File: config.mk
export PLATFORM = sky130hd
export DESIGN_NAME = match_judge
export DESIGN_NICKNAME = d
export VERILOG_FILES = /design/src/rtl/match_judge.sv
export SDC_FILE = /design/constraint.sdc
export NUM_CORES = 1
export LEC_CHECK = 0
export CORE_MARGIN = 1
export CORE_UTILIZATION = 45
export CTS_CLUSTER_SIZE = 10
export DETAILED_ROUTE_END_ITERATION = 6
export PLACE_DENSITY = 0.66
export SYNTH_ARGS = -nofsm -noshare
export SYNTH_HDL_FRONTEND = slang
export SYNTH_SLANG_ARGS = --single-unit
File: constraint.sdc
create_clock -name clk -period 2.9 [get_ports clk]
set_input_delay 0.87 -clock clk [delete_from_list [all_inputs] [get_ports clk]]
set_output_delay 0.87 -clock clk [all_outputs]
set_load 0.01 [all_outputs]
File: src/rtl/match_judge.sv
// Rock-paper-scissors round resolver: latches the player move, draws a CPU move
// from a free-running LFSR (or a forced value), and emits a one-cycle result code.
module match_judge #(
  parameter int          MAX_ROUNDS = 9,
  parameter logic [7:0]  LFSR_SEED  = 8'hA5
) (
  input  logic       clk,
  input  logic       resetn,
  input  logic       move_valid,
  input  logic [1:0] player_move,
  input  logic [1:0] cpu_force,
  output logic [1:0] matchresult,
  output logic [1:0] cpu_move,
  output logic [3:0] rounds_played,
  output logic       busy,
  output logic       game_over
);

  // state    | meaning
  // IDLE     | waiting for a valid player move
  // DRAW     | picking a nonzero CPU move, retrying on 00
  // EMIT     | result pulse visible for this cycle
  // WAIT_REL | waiting for the button to be released
  // DONE     | game finished, only reset leaves
  localparam logic [2:0] IDLE     = 3'd0;
  localparam logic [2:0] DRAW     = 3'd1;
  localparam logic [2:0] EMIT     = 3'd2;
  localparam logic [2:0] WAIT_REL = 3'd3;
  localparam logic [2:0] DONE     = 3'd4;

  localparam logic [7:0] SEED_EFF = (LFSR_SEED == 8'h00) ? 8'h01 : LFSR_SEED;
  localparam logic [3:0] MAX_R    = 4'(MAX_ROUNDS);

  logic [2:0] state_q, state_d;
  logic [7:0] lfsr_q, lfsr_d;
  logic [1:0] player_q, player_d;
  logic [1:0] result_q, result_d;
  logic [1:0] cpu_q, cpu_d;
  logic [3:0] rounds_q, rounds_d;
  logic       busy_q, busy_d;
  logic       over_q, over_d;
  logic [1:0] cand;

  function automatic logic [1:0] judge(input logic [1:0] p, input logic [1:0] c);
    if (p == c) begin
      judge = 2'b01;
    end else if ((p == 2'b01 && c == 2'b11) ||
                 (p == 2'b10 && c == 2'b01) ||
                 (p == 2'b11 && c == 2'b10)) begin
      judge = 2'b10;
    end else begin
      judge = 2'b11;
    end
  endfunction

  assign cand = (cpu_force != 2'b00) ? cpu_force : lfsr_q[1:0];

  always_comb begin
    state_d  = state_q;
    player_d = player_q;
    result_d = result_q;
    cpu_d    = cpu_q;
    rounds_d = rounds_q;
    // Taps 8,6,5,4; a nonzero seed can never shift into the all-zero state.
    lfsr_d   = {lfsr_q[6:0], lfsr_q[7] ^ lfsr_q[5] ^ lfsr_q[4] ^ lfsr_q[3]};
    case (state_q)
      IDLE: begin
        if (move_valid && player_move != 2'b00) begin
          player_d = player_move;
          state_d  = DRAW;
        end
      end
      DRAW: begin
        if (cand != 2'b00) begin
          cpu_d    = cand;
          result_d = judge(player_q, cand);
          rounds_d = rounds_q + 4'd1;
          state_d  = EMIT;
        end
      end
      EMIT: begin
        result_d = 2'b00;
        state_d  = (rounds_q == MAX_R) ? DONE : WAIT_REL;
      end
      WAIT_REL: begin
        if (!move_valid) state_d = IDLE;
      end
      DONE: begin
        state_d = DONE;
      end
      default: begin
        state_d = IDLE;
      end
    endcase
    busy_d = (state_d != IDLE) && (state_d != DONE);
    over_d = (state_d == DONE);
  end

  always_ff @(posedge clk or negedge resetn) begin
    if (!resetn) begin
      state_q  <= IDLE;
      lfsr_q   <= SEED_EFF;
      player_q <= 2'b00;
      result_q <= 2'b00;
      cpu_q    <= 2'b00;
      rounds_q <= 4'd0;
      busy_q   <= 1'b0;
      over_q   <= 1'b0;
    end else begin
      state_q  <= state_d;
      lfsr_q   <= lfsr_d;
      player_q <= player_d;
      result_q <= result_d;
      cpu_q    <= cpu_d;
      rounds_q <= rounds_d;
      busy_q   <= busy_d;
      over_q   <= over_d;
    end
  end

  assign matchresult   = result_q;
  assign cpu_move      = cpu_q;
  assign rounds_played = rounds_q;
  assign busy          = busy_q;
  assign game_over     = over_q;

endmodule

Word-level counts from Yosys, hierarchy flattened
Cells that the tools add are included.

Register bits after elaboration: 23. Logic and storage cells: 53.

Reductions and logical operators: 16. Equal/unequal tests: 15. Bitwise operators: 3. Muxes and demuxes: 10. $add $sub $neg: 1.

Operators by type and width (number): $pmux 3 s5 (1); $mux 3 (4); $eq 2x2->1 const B (4); $reduce_bool 2->1 (4); $eq 3x2->1 const B (2); $eq 3x3->1 const B (2); $mux 2 (3); $reduce_and 2->1 (3); $logic_and 1x1->1 (5); $add 4x1->4 const B (1); $eq 2x1->1 const B (2); $eq 4x4->1 const B (1); $pmux 2 s2 (1); $eq 3x1->1 const B (1); $logic_not 3->1 (1); $ne 3x3->1 const B (1); $reduce_bool 3->1 (1); $xor 1x1->1 (3); $eq 2x2->1 (1); $logic_or 1x1->1 (2); $ne 2x2->1 const B (1); $mux 1 (1).

Depth between registers and ports, before layout
Gate-level depths: netlist (run 1).

Depth after elaboration: 10. Gate-level depth with buffers: 6. Gate-level depth less buffers: 6.

Worst setup path before layout (run 1)
Ideal clock, no wire load.

Path kind: input-to-reg. Start point: in cpu_force[0]. End point: reg result_q[1] (netlist: matchresult[1]). Setup time: 0.122 ns. Slack: 0.835 ns. Arrival: 1.943 ns. Cell stages on the path: 5. Required time: 2.778 ns. Cell sequence: buf_2 or4_4 nand2_2 a21oi_1 a32o_1.

Cells in the longest elaborated chain, start to end: 6. Elaborated cells between the ends (all ways): 9. Classes of those cells: eq/ne (2); mux (4); reduce/logical (3).

Ends and longest elaborated chain: start, declared (line 11) `input logic [1:0] cpu_force,`; $reduce_bool 2->1 (line 56) `assign cand = (cpu_force != 2'b00) ? cpu_force : lfsr_q[1:0];`; $mux 2 * (line 56); $eq 2x2->1 (line 45) `if (p == c) begin`; $mux 2 (line 45); $mux 2 (line 74) `if (cand != 2'b00) begin`; $pmux 2 s2 (line 66) `case (state_q)`; end signal, assigned (line 113) `result_q <= result_d;`; end, declared (line 37) `logic [1:0] result_q, result_d;`.

Every way passes the cells marked *; elsewhere a longest branch is shown, timed or not. The select of a mux whose other input is x is not followed. A chain may end at the register's enable or synchronous reset.

Final worst setup path (run 1)
Start point: reg rounds_q[0] (netlist: rounds_played[0]). End point: out rounds_played[0].

RTL lines: start, declared (line 39) `logic [3:0] rounds_q, rounds_d;`; start signal, assigned (line 115) `rounds_q <= rounds_d;`; end, declared (line 14) `output logic [3:0] rounds_played,`.

No word-level cell between the ends.

==> results.toml, run 1 <==
[timing]
fin_skew_ps = 5.119
hold_violations = 0
rsz0062_at_grt = "false"
period_needed_ps = 2196
slew_viol_final = 0
post-route-period-util_pct = 75.73
relSlewSlack_pct = 72.65
finalSetupViolations = 0
max_freq_ghz = 0.4553
fin_setup_tns_ps = 0
worst_pin_slew_ps = 405.1

[cts]
path_clk_slew_ps = 110
htree_levels = 1
clk_path_buf_depth = 2
ctsHoldBuffers = 0
clock_latency_ps = 300
numCtsBuffers = 3
post_cts_buffers = 0
cts.sink_count = 23
root_buffer = "clkbuf_4"
post_cts_resize_count = 0
cts_tree = "done"

[synthesis]
synth_top_cell_by_area = "dfrtp_1"
yosys-top-cells-count = "dfrtp_1 (19), nor2_1 (8), nand2_1 (6), xnor2_1 (6), a21oi_1 (5)"
synthTopCellsByArea = "dfrtp_1 (44%), dfstp_2 (9.8%), xnor2_1 (4.9%), nor2_1 (2.8%), a21oi_1 (2.3%)"
avgSynthCellArea_um2 = 11.03
synthArstFlopShare_pct = 100.0
yosysTopAreaCellShare_pct = 44.44
ys_ff_latch = 23
ys_types = 35
syn_inst = 97
synth_edf_count = 0
yosys_most_used_dff = "dfrtp_1"
syn_area_mm2 = 0.001070
yosysMostFrequentCell = "dfrtp_1"
ys_warn_count = 0
syn-num-nets = 106
ys_seq_area_share_pct = 54.27

[grt]
grt_pass1_vias = 737
grt_max_degree = 24
antenna_found_initial = 0
grt_pass1_wl_mm = 3.318
grtUsageTotal_pct = 17.65
overflow = 0

[final_layout]
syn_to_final_growth_pct = 20.12
diodes = 0
drive_above_1_share_pct = 14.78
nNetsFinal = 125

[place]
portBuffers = 16
place_hpwl_mm = 1.357
place_congestion = 0.8540

[pwr]
p_total_mw = 1.139
power.density_mw_per_mm2 = 886.1
power_leakage_nw = 0.5518
max-vdd-ir-drop_v = 0.0005759

[critical_path]
critPathBufInv = 1
worstSetupStartpointType = "flop"
critical_path.top_delay_family = "buffers and inverters"
critPathArrivalTime_ps = 1330
crit_type = "flop to output port"
regToRegSetupSlack_ps = 1350
crit_fanout = 5
r2r-start = "lfsr_q[1]"
worstReg2RegEnd = "matchresult[1]"
crit_chain = "clkdlybuf4s50_1"
r2r_cells = 4
critPathRequiredTime_ps = 2030
critPathMaxStageDelay_ps = 570
crit_slowest_cell = "clkdlybuf4s50_1"
endpoint_kind = "output port"

[detailed_routing]
via_per_inst = 5.399
dr.pass1.iters = 4
wl_per_cell_um = 12.99
drt_iter0_drc = 11
vias = 772
antenna_left = 0
drc = 0
wirelength_mm = 1.857

[floorplan]
die_area_mm2 = 0.002576
num_rows = 17
io_pins = 17
die_w_um = 50.76
initial_core_util_pct = 47.90
coreArea_mm2 = 0.002233
die_h_um = 50.76

[min_path]
whs_endpoint = "lfsr_q[7]"
hold_class = "flop to flop"
hold_depth = 0
hp-start = "lfsr_q[6]"

[run]
max_cap_viol_count = 0

[status]
run_status = "complete, no violations"
-- logic make-up (layout without fill, tap and decap cells) --
family                     Yosys count  after routing  synth area share, %
and+or+nand+nor                     32             32                16.61
DFF                                 23             23                54.27
AOI/OAI and AO/OA                   20             20                12.98
buffers and inverters                9             27                4.209
xor gates and xnor gates             8              8                6.550
muxes                                3              3                3.041
adders and majority gates            2              2                2.339
-- report_power, final --
group / internal, mW / switching [mW]
logic: 0.267 / 0.202
clock network: 0.0514 / 0.0885
registers: 0.412 / 0.117
total: 0.730 / 0.408
-- worst max-delay path by stage --
stage / startpoint / end / slack (ps) / depth (start not counted)
3_3_place_gp: cpu_force[1] / matchresult[1] / 480 / 5
4_1_cts: rounds_played[0] / rounds_played[0] / 680 / 1
3_5_place_dp: cpu_force[1] / matchresult[1] / 440 / 5
6_report: rounds_played[0] / rounds_played[0] / 700 / 1
2_1_floorplan: cpu_force[0] / matchresult[1] / 840 / 5
5_1_grt: rounds_played[0] / rounds_played[0] / 640 / 1
-- sequential cells by signal, indices dropped and copies added, names as in the netlist --
register       cells
lfsr_q             8
rounds_played      4
state_q            3
cpu_move           2
matchresult        2
player_q           2
busy               1
game_over          1
-- per-stage QoR --
stage	hold WS (ps)	area [um^2]	util (%)	std cells	setup slack [ps]
final	372.9	1285	57.54	143	703.8
after global routing	392.6	1285	57.54	143	641.9
after global placement	335.2	1257	56.30	139	478.9
after CTS	378.2	1285	57.54	143	681.7
after floorplan	333.0	1070	-	97	835.1
after detailed placement	351.0	1257	56.30	139	443.3
-- per-layer routing --
metal	vias to the layer above	track usage, %	share of wire (%)
li1	372	-	-
met1	379	23.54	49
met2	19	26.89	45
met3	2	5.455	4.8
met4	0	6.481	0.54
met5	-	0	0
-- final cells by class --
class | count | area, um^2
fillers | 213 | 948.4
clock buffers | 3 | 22.52
clock inverters | 1 | 5.005
well taps | 28 | 35.03
multi-input cells | 65 | 444.2
inverters | 4 | 15.01
flip-flops and latches | 23 | 580.6
repair buffers | 19 | 182.7
-- placed cells by master (no fill, tap or decap), types with 2 or more instances in the layout --
master | Yosys | final
nand4_1 | 2 | 2
xnor2_1 | 6 | 6
clkdlybuf4s50_1 | 0 | 16
clkbuf_4 | 0 | 3
o21ai_0 | 4 | 4
dfstp_2 | 4 | 4
nor3b_1 | 2 | 2
nor2b_1 | 4 | 4
mux2_2 | 2 | 2
nand3_1 | 2 | 2
a32o_1 | 2 | 2
buf_4 | 0 | 3
ha_1 | 2 | 2
xor2_1 | 2 | 2
nand2b_1 | 2 | 2
nor2_1 | 8 | 8
inv_1 | 4 | 4
dfrtp_1 | 19 | 19
a21oi_1 | 5 | 5
nand2_1 | 6 | 6
o2111ai_1 | 2 | 2
No activity file was read; power rests on OpenSTA's default activity.
==> run 2, diff against run 1 <==
--- a/config.mk
+++ b/config.mk
@@ -9,7 +9,7 @@
 export CORE_UTILIZATION = 45
 export CTS_CLUSTER_SIZE = 10
 export DETAILED_ROUTE_END_ITERATION = 6
-export PLACE_DENSITY = 0.66
+export PLACE_DENSITY = 0.69
 export SYNTH_ARGS = -nofsm -noshare
 export SYNTH_HDL_FRONTEND = slang
 export SYNTH_SLANG_ARGS = --single-unit
==> constraint.sdc (replaced) <==
create_clock -name clk -period 1.9 [get_ports clk]
set_input_delay 0.57 -clock clk [delete_from_list [all_inputs] [get_ports clk]]
set_output_delay 0.57 -clock clk [all_outputs]
set_load 0.01 [all_outputs]
==> results.toml, run 2 (synthesis results as in run 1) <==
[cts]
cts.sink_count = 23
root_buffer = "clkbuf_4"
htree_levels = 1
cts_tree = "done"
clk_path_buf_depth = 2
clock_latency_ps = 300
path_clk_slew_ps = 120
ctsHoldBuffers = 0
numCtsBuffers = 3

[timing]
period_needed_ps = 1831
post-route-period-util_pct = 96.36
relSlewSlack_pct = 74.91
slew_viol_final = 0
worst_pin_slew_ps = 371.7
fin_skew_ps = 9.909
hold_violations = 0
finalSetupViolations = 0
max_freq_ghz = 0.5462
timing.hold.ws_ps = 367.3
rsz0062_at_grt = "false"
fin_setup_tns_ps = 0

[pwr]
power_leakage_nw = 0.5712
p_total_mw = 1.779
max-vdd-ir-drop_v = 0.0008460
power.density_mw_per_mm2 = 1358

[detailed_routing]
wirelength_mm = 1.896
drc = 0
drt_iter0_drc = 5
vias = 776
via_per_inst = 5.315
dr.pass1.iters = 3
wl_per_cell_um = 12.99
antenna_left = 0

[critical_path]
critPathRequiredTime_ps = 1330
crit_type = "flop to output port"
r2r-start = "lfsr_q[0]"
crit_chain = "clkdlybuf4s50_1"
regToRegSetupSlack_ps = 340
endpoint_kind = "output port"
critPathBufInv = 1
cp-startpoint = "rounds_played[2]"
crit_fanout = 4
crit_slowest_cell = "clkdlybuf4s50_1"
worstSetupStartpointType = "flop"
critPathArrivalTime_ps = 1260
critical_path.top_delay_family = "buffers and inverters"
critPathMaxStageDelay_ps = 550

[final_layout]
final_common_cell = "dfrtp_1"
largest_register_ffs = 8
postLayoutCoreUtil_pct = 58.66
fill_cells = 193
diodes = 0
final_cell_mix = "dfrtp_1 (18), clkdlybuf4s50_1 (15), nor2_1 (8)"
drive_above_1_share_pct = 16.95
nNetsFinal = 128
finalInstanceArea_mm2 = 0.001310
syn_to_final_growth_pct = 22.46
top_register = "lfsr_q"

[place]
portBuffers = 16
place_hpwl_mm = 1.421
place_congestion = 0.7485
placedInstanceArea_mm2 = 0.001272

[grt]
antenna_found_initial = 0
grt_pass1_vias = 691
grt_max_degree = 24
grtUsageTotal_pct = 17.21
overflow = 0
grt_pass1_wl_mm = 3.194

[floorplan]
coreArea_mm2 = 0.002233
die_area_mm2 = 0.002576
io_pins = 17
initial_core_util_pct = 47.90
num_rows = 17
die_w_um = 50.76
die_h_um = 50.76

[status]
run_status = "complete, no violations"

[min_path]
hp-start = "lfsr_q[6]"
hold_class = "flop to flop"

[run]
max_cap_viol_count = 0
-- run 2: repair_timing --
item,CTS,global route
setup endpoints to repair,0,2
setup buffers,0,1
gates resized for setup,0,2
-- run 2: where the power goes --
| part | leakage [nW] | internal [mW] | switching [mW] |
|---|---|---|---|
| Clock | 0.0150 | 0.0817 | 0.134 |
| Sequential | 0.276 | 0.631 | 0.166 |
| Combinational | 0.280 | 0.435 | 0.331 |
| Total | 0.571 | 1.15 | 0.631 |
-- run 2: through the flow --
step	setup slack, ps	instances
after detailed placement	-176.1	141
after CTS	2.265	145
final	69.23	146
after global routing	8.729	146
after floorplan	135.1	97
after global placement	-160.2	141
-- run 2: layout make-up --
cell class | instances | area (um^2) | share of cell area, %
inverter | 4 | 15.01 | 1.146
clock buffer | 4 | 26.28 | 2.006
sequential | 23 | 581.8 | 44.41
timing repair buffer | 22 | 207.7 | 15.85
tap | 28 | 35.03 | 2.674
multi-input combinational | 65 | 444.2 | 33.91
-- run 2: path summary, 6_finish.rpt --
kind | to | depth (start not counted)
max in group asynchronous | lfsr_q[5] | 2
worst max-delay path | rounds_played[2] | 1
worst min-delay path | lfsr_q[7] | 0
min in group asynchronous | rounds_played[2] | 2
worst max register to register | matchresult[0] | 4
worst min register to register | lfsr_q[7] | 0
-- run 2: routing by layer --
metal | up-vias | wire [um] | GRT usage (%) | part of all wire (%)
met3 | 2 | 66 | 3.030 | 3.5
met5 | - | 0 | 0 | 0
met4 | 0 | 17 | 8.333 | 0.90
met1 | 378 | 932 | 23.51 | 49
met2 | 14 | 880 | 26.22 | 46
li1 | 382 | - | - | -
==> run 3, diff against run 2 <==
--- a/config.mk
+++ b/config.mk
@@ -10,6 +10,7 @@
 export CTS_CLUSTER_SIZE = 10
 export DETAILED_ROUTE_END_ITERATION = 6
 export PLACE_DENSITY = 0.69
+export SLEW_MARGIN = 20
 export SYNTH_ARGS = -nofsm -noshare
 export SYNTH_HDL_FRONTEND = slang
 export SYNTH_SLANG_ARGS = --single-unit
==> results of run 3 <==
No change in the layout: final DEF, timing and power equal those of run 2.
